File: src/rtl/wb_qspi_flash_prog_if.sv
// Wishbone slave bundle for the flash program/erase engine.
// The bench drives the master side; the engine sits on the slave side.
interface wb_qspi_flash_prog_if #(
    parameter int AW = 4
);
    logic [AW-1:0] wb_adr_i;
    logic [31:0]   wb_dat_i;
    logic [31:0]   wb_dat_o;
    logic          wb_we_i;
    logic          wb_stb_i;
    logic          wb_cyc_i;
    logic [3:0]    wb_sel_i;
    logic          wb_ack_o;

    modport master (
        output wb_adr_i, wb_dat_i, wb_we_i, wb_stb_i, wb_cyc_i, wb_sel_i,
        input  wb_dat_o, wb_ack_o
    );

    modport slave (
        input  wb_adr_i, wb_dat_i, wb_we_i, wb_stb_i, wb_cyc_i, wb_sel_i,
        output wb_dat_o, wb_ack_o
    );
endinterface

File: src/rtl/wb_qspi_flash_prog.sv
// SPI flash program/erase sequencer (WREN, erase/program, status polling) with payload FIFO.
// Define WB_QSPI_FLASH_PROG_QUAD_EN for quad-input page program (0x32, 4-lane data).
module wb_qspi_flash_prog #(
    parameter int AW         = 4,
    parameter int DW         = 32,
    parameter int FIFO_DEPTH = 16
) (
    input  logic                 wb_clk_i,
    input  logic                 wb_reset_i,
    wb_qspi_flash_prog_if.slave  wb,
    output logic                 busy_o,
    output logic                 spi_clk,
    output logic                 spi_sel,
    output logic [3:0]           spi_d_out,
    input  logic [3:0]           spi_d_in,
    output logic [3:0]           spi_d_dir
);
    localparam int PW = $clog2(FIFO_DEPTH);

    localparam logic [2:0] S_IDLE = 3'd0;
    localparam logic [2:0] S_WREN = 3'd1;
    localparam logic [2:0] S_GAP  = 3'd2;
    localparam logic [2:0] S_OPC  = 3'd3;
    localparam logic [2:0] S_ADDR = 3'd4;
    localparam logic [2:0] S_DATA = 3'd5;
    localparam logic [2:0] S_RDSR = 3'd6;

`ifdef WB_QSPI_FLASH_PROG_QUAD_EN
    localparam logic       QUAD  = 1'b1;
    localparam logic [7:0] PP_OP = 8'h32;
`else
    localparam logic       QUAD  = 1'b0;
    localparam logic [7:0] PP_OP = 8'h02;
`endif

    logic          ack;
    logic [31:0]   dat_o;
    logic [DW-1:0] rd_word;
    logic [23:0]   addr;
    logic          ovf;
    logic          cmd_go;
    logic [1:0]    cmd_op;

    logic [31:0]   mem [FIFO_DEPTH];
    logic [PW-1:0] wr_ptr, rd_ptr;
    logic [PW:0]   level;
    logic [6:0]    lvl7;
    logic          fifo_full, fifo_empty, fifo_push, fifo_pop;

    logic [2:0]    st;
    logic [1:0]    op_q;
    logic          busy, sck, sel, end_pend, rd_phase, quad_q, gap_to_rdsr;
    logic [3:0]    d_out, dir, bit_cnt;
    logic [1:0]    byte_idx, gap_cnt;
    logic [7:0]    tx_sr, stat_byte, rx_byte;
    logic [6:0]    rx_sr;
    logic [23:0]   word_q;

    logic acc, wr_acc, cmd_wr, addr_wr, data_wr, framed, rise, byte_done;
    logic unused_bits;

    assign acc     = wb.wb_stb_i & wb.wb_cyc_i & ~ack;
    assign wr_acc  = acc & wb.wb_we_i;
    assign cmd_wr  = wr_acc && (wb.wb_adr_i[1:0] == 2'd0);
    assign addr_wr = wr_acc && (wb.wb_adr_i[1:0] == 2'd1);
    assign data_wr = wr_acc && (wb.wb_adr_i[1:0] == 2'd2);

    assign fifo_full  = (level == (PW+1)'(FIFO_DEPTH));
    assign fifo_empty = (level == '0);
    assign lvl7       = 7'(level);

    // A byte completes on the rising SCK edge that shifts in its last bit.
    assign framed    = !sel && (st != S_IDLE) && (st != S_GAP) && !end_pend;
    assign rise      = framed && !sck;
    assign byte_done = rise && (bit_cnt == 4'd1);
    assign rx_byte   = {rx_sr, spi_d_in[1]};
    assign fifo_pop  = byte_done && !fifo_empty &&
                       (((st == S_ADDR) && (byte_idx == 2'd2) && (op_q == 2'd2)) ||
                        ((st == S_DATA) && (byte_idx == 2'd3)));
    assign fifo_push = data_wr && (!fifo_full || fifo_pop);

    assign wb.wb_ack_o = ack;
    assign wb.wb_dat_o = dat_o;
    assign busy_o      = busy;
    assign spi_clk     = sck;
    assign spi_sel     = sel;
    assign spi_d_out   = d_out;
    assign spi_d_dir   = dir;
    assign unused_bits = ^{wb.wb_sel_i, wb.wb_adr_i[AW-1:2], spi_d_in[3:2], spi_d_in[0]};

    always_comb begin
        rd_word = '0;
        case (wb.wb_adr_i[1:0])
            2'd1:    rd_word = {8'h00, addr};
            2'd3:    rd_word = {9'h000, lvl7, stat_byte, 4'h0, fifo_empty, fifo_full, ovf, busy};
            default: rd_word = '0;
        endcase
    end

    // Bus side: registers, acknowledge and FIFO bookkeeping
    always_ff @(posedge wb_clk_i) begin
        if (!wb_reset_i) begin
            ack    <= 1'b0;
            dat_o  <= '0;
            addr   <= '0;
            ovf    <= 1'b0;
            cmd_go <= 1'b0;
            cmd_op <= 2'd0;
            wr_ptr <= '0;
            rd_ptr <= '0;
            level  <= '0;
        end else begin
            ack    <= acc;
            dat_o  <= (acc && !wb.wb_we_i) ? rd_word : '0;
            cmd_go <= cmd_wr && !busy && (wb.wb_dat_i[1:0] != 2'd0);
            if (cmd_wr && !busy)
                cmd_op <= wb.wb_dat_i[1:0];
            if (addr_wr)
                addr <= wb.wb_dat_i[23:0];
            if (cmd_wr && !busy)
                ovf <= 1'b0;
            else if (data_wr && !fifo_push)
                ovf <= 1'b1;
            if (fifo_push)
                wr_ptr <= wr_ptr + 1'b1;
            if (fifo_pop)
                rd_ptr <= rd_ptr + 1'b1;
            if (fifo_push && !fifo_pop)
                level <= level + 1'b1;
            else if (!fifo_push && fifo_pop)
                level <= level - 1'b1;
        end
    end

    always_ff @(posedge wb_clk_i) begin
        if (fifo_push)
            mem[wr_ptr] <= wb.wb_dat_i;
    end

    // Flash side: frame sequencing and bit engine
    always_ff @(posedge wb_clk_i) begin
        if (!wb_reset_i) begin
            st          <= S_IDLE;
            op_q        <= 2'd0;
            busy        <= 1'b0;
            sck         <= 1'b1;
            sel         <= 1'b1;
            d_out       <= 4'h0;
            dir         <= 4'h0;
            stat_byte   <= 8'h00;
            end_pend    <= 1'b0;
            rd_phase    <= 1'b0;
            quad_q      <= 1'b0;
            gap_to_rdsr <= 1'b0;
            bit_cnt     <= 4'd0;
            byte_idx    <= 2'd0;
            gap_cnt     <= 2'd0;
        end else begin
            case (st)
                S_IDLE: begin
                    if (cmd_go) begin
                        busy     <= 1'b1;
                        op_q     <= cmd_op;
                        sel      <= 1'b0;
                        bit_cnt  <= 4'd8;
                        byte_idx <= 2'd0;
                        tx_sr    <= (cmd_op == 2'd3) ? 8'h05 : 8'h06;
                        st       <= (cmd_op == 2'd3) ? S_RDSR : S_WREN;
                    end
                end
                S_GAP: begin
                    if (gap_cnt == 2'd0) begin
                        sel      <= 1'b0;
                        bit_cnt  <= 4'd8;
                        byte_idx <= 2'd0;
                        if (gap_to_rdsr) begin
                            tx_sr <= 8'h05;
                            st    <= S_RDSR;
                        end else begin
                            tx_sr <= (op_q == 2'd1) ? 8'h20 : PP_OP;
                            st    <= S_OPC;
                        end
                    end else begin
                        gap_cnt <= gap_cnt - 2'd1;
                    end
                end
                default: begin
                    if (end_pend) begin
                        sel      <= 1'b1;
                        end_pend <= 1'b0;
                        d_out    <= 4'h0;
                        dir      <= 4'h0;
                        rd_phase <= 1'b0;
                        quad_q   <= 1'b0;
                        if (st == S_RDSR) begin
                            st   <= S_IDLE;
                            busy <= 1'b0;
                        end else begin
                            st          <= S_GAP;
                            gap_cnt     <= 2'd3;
                            gap_to_rdsr <= (st != S_WREN);
                        end
                    end else if (sck) begin
                        sck <= 1'b0;
                        if (quad_q) begin
                            d_out <= tx_sr[7:4];
                            tx_sr <= {tx_sr[3:0], 4'h0};
                            dir   <= 4'b1111;
                        end else begin
                            d_out <= {3'b000, tx_sr[7]};
                            tx_sr <= {tx_sr[6:0], 1'b0};
                            dir   <= rd_phase ? 4'b0000 : 4'b0001;
                        end
                    end else begin
                        sck   <= 1'b1;
                        rx_sr <= rx_byte[6:0];
                        if (bit_cnt != 4'd1) begin
                            bit_cnt <= bit_cnt - 4'd1;
                        end else begin
                            bit_cnt  <= 4'd8;
                            byte_idx <= byte_idx + 2'd1;
                            case (st)
                                S_WREN: end_pend <= 1'b1;
                                S_OPC: begin
                                    tx_sr    <= addr[23:16];
                                    byte_idx <= 2'd0;
                                    st       <= S_ADDR;
                                end
                                S_ADDR: begin
                                    if (byte_idx == 2'd0)
                                        tx_sr <= addr[15:8];
                                    else if (byte_idx == 2'd1)
                                        tx_sr <= addr[7:0];
                                    else if ((op_q == 2'd2) && !fifo_empty) begin
                                        tx_sr    <= mem[rd_ptr][7:0];
                                        word_q   <= mem[rd_ptr][31:8];
                                        byte_idx <= 2'd0;
                                        quad_q   <= QUAD;
                                        bit_cnt  <= QUAD ? 4'd2 : 4'd8;
                                        st       <= S_DATA;
                                    end else
                                        end_pend <= 1'b1;
                                end
                                S_DATA: begin
                                    bit_cnt <= quad_q ? 4'd2 : 4'd8;
                                    if (byte_idx != 2'd3) begin
                                        tx_sr  <= word_q[7:0];
                                        word_q <= {8'h00, word_q[23:8]};
                                    end else if (!fifo_empty) begin
                                        tx_sr    <= mem[rd_ptr][7:0];
                                        word_q   <= mem[rd_ptr][31:8];
                                        byte_idx <= 2'd0;
                                    end else
                                        end_pend <= 1'b1;
                                end
                                default: begin
                                    // First byte is the 0x05 opcode; every later byte is a status poll.
                                    if (rd_phase) begin
                                        stat_byte <= rx_byte;
                                        if (!rx_byte[0])
                                            end_pend <= 1'b1;
                                    end
                                    rd_phase <= 1'b1;
                                    tx_sr    <= 8'h00;
                                end
                            endcase
                        end
                    end
                end
            endcase
        end
    end
endmodule

File: src/flat_wrapper.sv
// flat-port wrapper written by rule: the top's interface ports become plain ports
module wb_qspi_flash_prog_flat 
#(
    parameter int AW         = 4,
    parameter int DW         = 32,
    parameter int FIFO_DEPTH = 16
)
  (wb_clk_i, wb_reset_i, busy_o, spi_clk, spi_sel, spi_d_out, spi_d_in, spi_d_dir, wb_wb_adr_i, wb_wb_dat_i, wb_wb_we_i, wb_wb_stb_i, wb_wb_cyc_i, wb_wb_sel_i, wb_wb_dat_o, wb_wb_ack_o);
  wb_qspi_flash_prog_if #(.AW(AW)) wb_i ();
  input  logic wb_clk_i;
  input  logic wb_reset_i;
  output logic busy_o;
  output logic spi_clk;
  output logic spi_sel;
  output logic [3:0] spi_d_out;
  input  logic [3:0] spi_d_in;
  output logic [3:0] spi_d_dir;
  input wire logic [$bits(wb_i.wb_adr_i)-1:0] wb_wb_adr_i;
  input wire logic [$bits(wb_i.wb_dat_i)-1:0] wb_wb_dat_i;
  input wire logic [$bits(wb_i.wb_we_i)-1:0] wb_wb_we_i;
  input wire logic [$bits(wb_i.wb_stb_i)-1:0] wb_wb_stb_i;
  input wire logic [$bits(wb_i.wb_cyc_i)-1:0] wb_wb_cyc_i;
  input wire logic [$bits(wb_i.wb_sel_i)-1:0] wb_wb_sel_i;
  output wire logic [$bits(wb_i.wb_dat_o)-1:0] wb_wb_dat_o;
  output wire logic [$bits(wb_i.wb_ack_o)-1:0] wb_wb_ack_o;
  assign wb_i.wb_adr_i = wb_wb_adr_i;
  assign wb_i.wb_dat_i = wb_wb_dat_i;
  assign wb_i.wb_we_i = wb_wb_we_i;
  assign wb_i.wb_stb_i = wb_wb_stb_i;
  assign wb_i.wb_cyc_i = wb_wb_cyc_i;
  assign wb_i.wb_sel_i = wb_wb_sel_i;
  assign wb_wb_dat_o = wb_i.wb_dat_o;
  assign wb_wb_ack_o = wb_i.wb_ack_o;
  wb_qspi_flash_prog #(.AW(AW), .DW(DW), .FIFO_DEPTH(FIFO_DEPTH)) u_core (.wb_clk_i(wb_clk_i), .wb_reset_i(wb_reset_i), .wb(wb_i), .busy_o(busy_o), .spi_clk(spi_clk), .spi_sel(spi_sel), .spi_d_out(spi_d_out), .spi_d_in(spi_d_in), .spi_d_dir(spi_d_dir));
endmodule
File: config.mk
export PLATFORM = sky130hd
export DESIGN_NAME = wb_qspi_flash_prog_flat
export DESIGN_NICKNAME = d
export VERILOG_FILES = /design/src/rtl/wb_qspi_flash_prog_if.sv /design/src/rtl/wb_qspi_flash_prog.sv /design/src/flat_wrapper.sv
export SDC_FILE = /design/constraint.sdc
export NUM_CORES = 1
export LEC_CHECK = 0
export ABC_AREA = 0
export CORE_MARGIN = 1
export CORE_UTILIZATION = 57
export CTS_BUF_LIST = sky130_fd_sc_hd__clkbuf_4 sky130_fd_sc_hd__clkbuf_8
export CTS_CLUSTER_DIAMETER = 50
export DETAILED_ROUTE_END_ITERATION = 10
export PLACE_DENSITY = 0.78
export SLEW_MARGIN = 0
export SYNTH_ARGS = -nofsm -noshare
export SYNTH_HDL_FRONTEND = slang
export SYNTH_SLANG_ARGS = --single-unit
File: constraint.sdc
create_clock -name wb_clk_i -period 5.3 [get_ports wb_clk_i]
set_input_delay 1.59 -clock wb_clk_i [delete_from_list [all_inputs] [get_ports wb_clk_i]]
set_output_delay 1.59 -clock wb_clk_i [all_outputs]
set_load 0.01 [all_outputs]
==> results.txt, run 1 <==
* Share of cells above drive strength 1: around 22%
- Setup-violating endpoint count in the final report: 0
- Worst reg2reg path startpoint: u_core.st[0]$_SDFFE_PN0P_
- Between clock sinks in the finished design, the worst skew comes to slightly above 0.05 ns.
* Boundary pin count: 93
- Core area: 0.0443 mm2
- Finished Core Util: between 60% and 70%
- Counting along the longest clock path gives a buffer depth of 3.
- At the worst endpoint, the arrival time is 4.80 ns.
- Leading cell types in the layout, fill and taps excluded: edfxtp_1, mux4_2, nand2_1
- Cell area after synthesis: between 0.02 and 0.03 mm2
- The die is 214 um tall.
* Number of max-slew violations in the final report: 0
- Min cycle time layout: roughly 4.2 ns
- Achievable clock frequency: roughly 240 MHz
* Total CTS buffers: 100
* Ratio of total power to cell area: roughly 340 mW/mm2
* Number of fill cells in the layout: between 2000 and 3000
* Ys async rst share: 0%
* TNS Setup: 0 ns
- In this run the worst setup path terminates at u_core.level[4]$_SDFFE_PN0P_.
* Kind of path behind the tightest hold check: reg2reg
- Weighted congestion reported at the end of routability-driven placement: ~0.86
- First element of the critical path: wb_wb_stb_i
- The most used flip-flop cell after synthesis is edfxtp_1.
- Hold buffer count at cts: 0
- The endpoint identified for the worst register-to-register timing path is u_core.level[4]$_SDFFE_PN0P_.
* Crit end category: flip-flop
- Global routing used 25.4% of the available tracks across all layers.
- Once detail routing completed, the nets flagged for antenna violations numbered 0.
* Slew at the pin with the worst max-slew slack: around 1.1 ns
- The run finished with clean final reports.
- Antenna cell count: 0
* Post-synth EDFFs: around 550
* Drt drc: 0
- CTS tree: done
* # port buffers: 69
* # resized after CTS: 0
- Setup repair after global routing left no endpoint under its margin.
- Averaged over all synthesized cells, the footprint is ~17 um2.
- The floorplan has 77 rows.
* Top cells by area in the synthesized netlist: edfxtp_1, mux4_2, dfxtp_1
- Largest stage delay on the critical path: 0.57 ns
- Die Area: 0.0460 mm2
- Ordered list of cells on the worst path: clkdlybuf4s50_1 -> nand4b_1 -> or3b_2 -> a31oi_4 -> ha_1 -> inv_1 -> fa_1 -> a21o_1 -> a21oi_1 -> xnor2_1 -> or3_1 -> a21oi_1
- Clock transition at the register clock pins on the worst setup and hold paths after CTS: 0.06 ns
- Share of the synthesized area in the top cell type: between 60% and 70%
* Detailed-router iteration count before antenna repair: 6
- The first global-routing pass estimated between 80 and 90 mm of wire.
- Number of global-route vias before repair: ~15000
- Maximum number of pins on one net before global-route repair: 97
- Chip width: 214 um
- The hold violation count in the final report came to 0.
- Number of antenna violations at the first check in global routing: 1
- The worst setup path is launched from a primary input.
- Once the floorplan was initialized, standard cells occupied 58.0% of the core.
* Leak Pwr: slightly above 9 nW
- The most numerous cell type found on the critical path is a21oi_1.
* Cell accounting for the most synthesized area: edfxtp_1
- Total of max-cap violations: 0
- Most common cell after layout, fill and taps aside: edfxtp_1
- The share of the Yosys chip area taken by registers is between 70 and 80%.
- Dividing the detail-routed wire length by the instance count gives 24.6 um.
- Yosys warns: 0
- In this run the worst path has a maximum fanout of 4.
- Net count, final: approximately 1700
* Classification of the worst setup path: in2reg
- Skew-Pair Late Insertion Delay: just under 0.7 ns
- On the critical path, the stage with the largest delay is an instance of or3b_2.
* Post-synthesis instance total: roughly 1500
* Number of post-CTS setup repair buffers: 0
- For the worst flop-to-flop path, the logic depth is 13.
- WP data required: between 5 and 6 ns
* Relative slew slack: around 29%
* Number of vias per cell after detailed routing: 6.17
- The synthesized design contains between 600 and 700 register bits.
* Root buf cell: clkbuf_8
- TritonCTS sink count: between 600 and 700
- Cell variety after synth: 62
* Relative area change from synthesis to final layout: 14.4%
- Summed over all layers, the global routing overflow is 0.
* H-tree depth reported by CTS: 3
- The routed layout has roughly 14000 vias.
- Summed over all layers, the routed wires come to approximately 57 mm.
* Worst voltage drop across the vdd grid: between 0.2 and 0.25 mV
* Crit share post-route: 79.0%
- For this block, the initial DRC count from the detailed router was about 1700.
- Detailed Place HPWL: approximately 32 mm
- Across all register-to-register paths, the minimum setup slack is 1.53 ns.
-- per-stage QoR --
step           power (W)  hold WS, ns  std cells  worst slack (ns)  area, um2
4_1_cts           0.0101        0.469       2317              1.15      29400
3_5_place_dp     0.00581        0.438       2131             0.455      27300
2_1_floorplan    0.00571        0.426       1533             0.809      25800
3_3_place_gp     0.00580        0.432       2131             0.541      27300
6_report          0.0101        0.465       2317              1.11      29400
5_1_grt           0.0104        0.491       2317             0.999      29400
-- registers in the layout (all words and copies together), names as in the netlist, 2 cells and up, named ones only --
register	cells
u_core.cmd_op	2
u_core.rd_ptr	4
u_core.wb.wb_dat_o	24
u_core.level	5
u_core.gap_cnt	2
u_core.stat_byte	8
u_core.bit_cnt	4
u_core.word_q	24
u_core.wr_ptr	4
u_core.rx_sr	7
u_core.st	3
u_core.addr	24
u_core.mem	512
u_core.byte_idx	2
u_core.tx_sr	8
u_core.op_q	2
-- cell families after synthesis --
kind of cell / count (synthesis) / share of synthesized area [%]
muxes: 206 / 13.7
DFF: 650 / 72.0
and+or+nand+nor: 306 / 5.57
adders and majority gates: 17 / 0.856
buffers and inverters: 112 / 1.97
xor gates and xnor gates: 7 / 0.238
AOI/OAI and AO/OA: 221 / 5.59
other: 1 / 0.0146
-- per-layer routing --
metal,up-vias,routed length [um],track usage [%]
met5,-,0,0
met4,0,1730,10.2
met3,103,4650,4.30
met2,728,27700,40.7
met1,7228,22900,35.0
li1,6229,-,-
-- how the worst min path moves through the flow --
stage                                      start                            to  slack [ns]  cells after the start
floorplan              u_core.rx_sr[0]$_DFFE_PP_     u_core.rx_sr[1]$_DFFE_PP_        0.43                      0
global placement       u_core.rx_sr[4]$_DFFE_PP_     u_core.rx_sr[5]$_DFFE_PP_        0.43                      0
detailed placement     u_core.rx_sr[3]$_DFFE_PP_     u_core.rx_sr[4]$_DFFE_PP_        0.44                      0
CTS                    u_core.rx_sr[5]$_DFFE_PP_     u_core.rx_sr[6]$_DFFE_PP_        0.47                      0
global route        u_core.addr[22]$_SDFFE_PN0P_  u_core.addr[22]$_SDFFE_PN0P_        0.49                      2
finish                 u_core.rx_sr[5]$_DFFE_PP_     u_core.rx_sr[6]$_DFFE_PP_        0.46                      0
-- area by class of cell --
| cell class | count | area [um2] | area share, % |
|---|---|---|---|
| flip-flops and latches | 650 | 18500 | 63.0 |
| multi-input cells | 771 | 6880 | 23.4 |
| clock buffers | 136 | 1680 | 5.70 |
| repair buffers | 103 | 1070 | 3.64 |
| well taps | 592 | 741 | 2.52 |
| clock inverters | 50 | 449 | 1.53 |
| inverters | 15 | 56.3 | 0.191 |
-- critical path, delay by kind of cell --
family                   cells  cell delay [ns]
AND/OR/NAND/NOR              3             1.10
AO/OA/AOI/OAI                4             0.72
XOR/XNOR                     1             0.11
adder cells (fa/ha/maj)      2             0.69
buffers and inverters        2             0.59
-- cells in the mapped netlist, drive strengths merged, types with 3 or more instances --
cell type    n
nor2        86
nor3        22
o22ai       14
nor4         3
o21ai       58
nand2      107
nor2b       17
nor3b        3
nand3       19
mux2i       59
ha          16
a22oi       17
xor2         3
a21o         4
mux4       114
buf         46
a222oi       8
a32o         8
or3          7
a31oi        4
inv         15
nand4        3
mux2        33
a21oi       62
xnor2        4
nand3b       3
a221o       12
edfxtp     551
o21bai      11
a211oi      11
dfxtp       99
clkbuf      51
nand2b      10
and2        17
-- power by group --
| group | total (W) | leakage [nW] | switching, W | internal, W |
|---|---|---|---|---|
| registers | 0.00555 | 5.75 | 0.00000728 | 0.00554 |
| clock network | 0.00437 | 1.12 | 0.00192 | 0.00246 |
| logic | 0.000156 | 2.30 | 0.000108 | 0.0000480 |
| total | 0.0101 | 9.17 | 0.00203 | 0.00805 |
(Power assumes the default switching activity.)
==> run 2, diff against run 1 <==
CORE_UTILIZATION = 63   (was 57)
PLACE_DENSITY = 0.82   (was 0.78)
clock period = 3.9 ns   (was 5.3 ns; I/O delays follow)
==> run 2 against run 1 <==
Total power increased by 33%. Worst hold slack got worse by 0.011 ns. Final cell count down 1.2%. Register-to-register slack got worse by 1.1 ns. Die area shrank 9.4%. Utilization increased by 7.9 points. Count of clock-buffer cells in the layout grew 18. Clock skew shrank 0.016 ns. Global-route usage grew 3.8 points. Critical path type unchanged. Largest cell class unchanged.
==> results.txt, run 2 (synthesis gave the netlist of run 1 again) <==
- The die outline width came to 204 um (-4.8%).
- Broken down by cell family, the worst path's largest delay share belongs to simple AND/OR/NAND/NOR gates.
* Hold_sp: u_core.rx_sr[4]$_DFFE_PP_
- Hold Path Cell Cnt: 0 (unchanged)
- The wire length of the first global-routing pass came to 88.5 mm (+1.5%).
* Kind of launch point of the worst setup path: primary input
- The leakage dissipation is 9.37 nW (+2.2%).
* Number of post-CTS setup repair buffers: 0 (unchanged)
- Number of buffers on the longest clock path: 3 (unchanged)
- Worst voltage drop across the vdd grid: 0.318 mV (+49%)
* Initial Util: 64.3% (+6.3 points)
- Number of antenna violations at the first check in global routing: 1 (unchanged)
- Vias after detailed routing: 14700 (+2.7%)
- Hold buffer count at cts: 0 (unchanged)
* Number of cells on the worst reg-to-reg path: 12 (-1)
- The post-cts sizing count was 0 (unchanged).
- The violation count after the first detailed-route iteration was 1723 (+3.4%).
* Crit end category: flip-flop
- Dividing the final minimum period by the clock period gives 91.4%.
* Routed wire length: 59.1 mm (+3.8%)
- Detailed Place HPWL: 35.1 mm (+9.4%)
- The placed cell area was 0.0277 mm2 (+1.4%).
- The number of vias per cell after detailed routing is 6.41 (+4.0%).
- Detailed-router iteration count before antenna repair: 8 (+2)
- TNS Setup: 0 ns (unchanged)
- The number of DRC violations after detailed routing is 0 (unchanged).
- The global placer's final weighted congestion came to 0.898 (+4.3%).
- Worst reg2reg path startpoint: u_core.st[2]$_SDFFE_PN0P_
- Skew-Pair Late Insertion Delay: 0.68 ns (about the same)
- The power density relative to cell area came to 453 mW/mm2 (+32%).
- The total placed cells including tap cells is 2103 (-1.3%).
* Wirelength per Cell: 25.8 um (+5.1%)
- Kind of path behind the tightest hold check: reg2reg
* Outcome: completed
* Most common cell after layout, fill and taps aside: edfxtp_1
- Worst EP arrival: 4.16 ns (-0.64 ns)
- The number of buffers and inverters on the critical path is 2 (unchanged).
- The area of the core region came to 0.0400 mm2 (-9.7%).
* Largest stage delay on the critical path: 0.53 ns (-0.04 ns)
- The largest fanout on the critical path was 4 (unchanged).
- The total number of H-tree levels came to 3 (unchanged).
- By startpoint and endpoint, the worst setup path is classified as in2reg.
- Std cell rows: 73 (-5.2%)
- WP data required: 4.50 ns (-1.42 ns)
* Net count, final: 1748 (+2.4%)
- # port buffers: 69 (unchanged)
- The number of flip-flops in the largest register is 512 (unchanged).
- Overall track demand over capacity in global routing: 29.2% (+3.8 points)
* Slack of the worst reg-to-reg path: 0.43 ns (-1.10 ns)
- Achievable clock frequency: roughly 280 MHz
* Leading cell types in the layout, fill and taps excluded: edfxtp_1, mux4_2, clkbuf_8
* Worst-path cell with the longest stage delay: or3b_2
* Count of placed standard cells in the final layout, fillers left out: 2289 (-1.2%)
- Boundary pin count: 93 (unchanged)
- Share of cells above drive strength 1: 23.8% (+2.1 points)
- The routed design could run at a clock period as short as between 3 and 4 ns.
- Total CTS buffers: 102 (+2.0%)
* Number of global-route vias before repair: 14900 (+2.1%)
- Final design instance area without fill: 0.0297 mm2 (+0.97%)
- The number of max-cap violations was 0 (unchanged).
- Root buf cell: clkbuf_8
- Sum of overflow across all layers after global routing: 0 (unchanged)
- The headroom to the max-slew limit came to 33.4% (+4.7 points).
- Maximum number of pins on one net before global-route repair: 88 (-9.3%)
- The number of nets with antenna violations after detailed routing was 0 (unchanged).
- The final setup violation count is 0 (unchanged).
* Floorplan die height: 204 um (-4.8%)
- Antenna cell count: 0 (unchanged)
* Unrepaired setup endpoints after global routing: false
- The number of pins exceeding their max-slew limit in the final report came to 0 (unchanged).
- Die Area: 0.0416 mm2 (-9.4%)
- The critical path goes through clkdlybuf4s50_1 -> nand4b_1 -> or3b_2 -> a31oi_4 -> ha_1 -> inv_1 -> fa_1 -> a21o_1 -> a21oi_1 -> xnor2_1 -> or3_1 -> a21oi_1.
* Final hold violations: 0 (unchanged)
- Slew at the pin with the worst max-slew slack: 0.996 ns (-0.0731 ns)
- Clock transition at the register clock pins on the worst setup and hold paths after CTS: 0.06 ns (about the same)
* Relative area change from synthesis to final layout: 15.5%
- TritonCTS sink count: 650 (unchanged)
* CTS tree: done
- The final setup skew was 0.0350 ns (-0.0163 ns).
- Register containing the most flip-flops in the final layout: u_core.mem
- The worst hold path terminates at u_core.rx_sr[5]$_DFFE_PP_.
* Capture instance of the worst register-to-register path: u_core.level[4]$_SDFFE_PN0P_
- Most used cell along the critical path: a21oi_1
run 2: per-stage QoR:
step | util [%] | setup slack [ns] | hold slack, ns | total power, W
4_1_cts | 74.2 | 0.362 | 0.457 | 0.0135
6_report | 74.2 | 0.337 | 0.453 | 0.0134
2_1_floorplan | - | -0.171 | 0.426 | 0.00776
3_5_place_dp | 69.1 | -0.342 | 0.443 | 0.00791
5_1_grt | 74.2 | 0.181 | 0.469 | 0.0138
3_3_place_gp | 69.1 | -0.286 | 0.433 | 0.00790
run 2: worst max path at each step:
stage	start	endpoint	slack, ns	cells past startpoint
final	wb_wb_stb_i	u_core.level[4]$_SDFFE_PN0P_	0.34	12
after global placement	wb_wb_stb_i	u_core.level[4]$_SDFFE_PN0P_	-0.29	12
after floorplan	wb_wb_stb_i	u_core.mem[6][0]$_DFFE_PP_	-0.17	5
after global routing	u_core.bit_cnt[1]$_SDFFE_PN0P_	u_core.level[4]$_SDFFE_PN0P_	0.18	14
after CTS	wb_wb_stb_i	u_core.level[4]$_SDFFE_PN0P_	0.36	12
after detailed placement	wb_wb_cyc_i	u_core.level[4]$_SDFFE_PN0P_	-0.34	12
run 2: per-layer routing:
layer / part of all wire [%] / GRT usage [%] / up-vias
met5: 0 / 0 / -
met4: 3.0 / 11.1 / 0
met3: 9.6 / 5.77 / 143
met2: 49 / 47.5 / 902
met1: 38 / 39.6 / 7336
li1: - / - / 6298
run 2: power by group:
part / internal [W] / switching [W]
combinational: 0.0000715 / 0.000160
clock: 0.00309 / 0.00258
sequential: 0.00753 / 0.00000924
total: 0.0107 / 0.00275
run 2: area by class of cell:
cell class | instances | area (um2)
Fill cell | 2224 | 10300
Timing Repair Buffer | 142 | 1530
Multi-Input combinational cell | 771 | 6880
Clock inverter | 32 | 199
Inverter | 15 | 56.3
Tap cell | 525 | 657
Sequential cell | 650 | 18500
Clock buffer | 154 | 1840
run 2: worst reg2reg max path, cell delays in order, from the launching register on:
cell	delay [ns]
dfxtp_1	0.60
nor3b_2	0.29
a41oi_1	0.19
or3_1	0.44
a31oi_4	0.26
ha_1	0.20
inv_1	0.10
fa_1	0.45
a21o_1	0.17
a21oi_1	0.16
xnor2_1	0.08
or3_1	0.31
a21oi_1	0.16
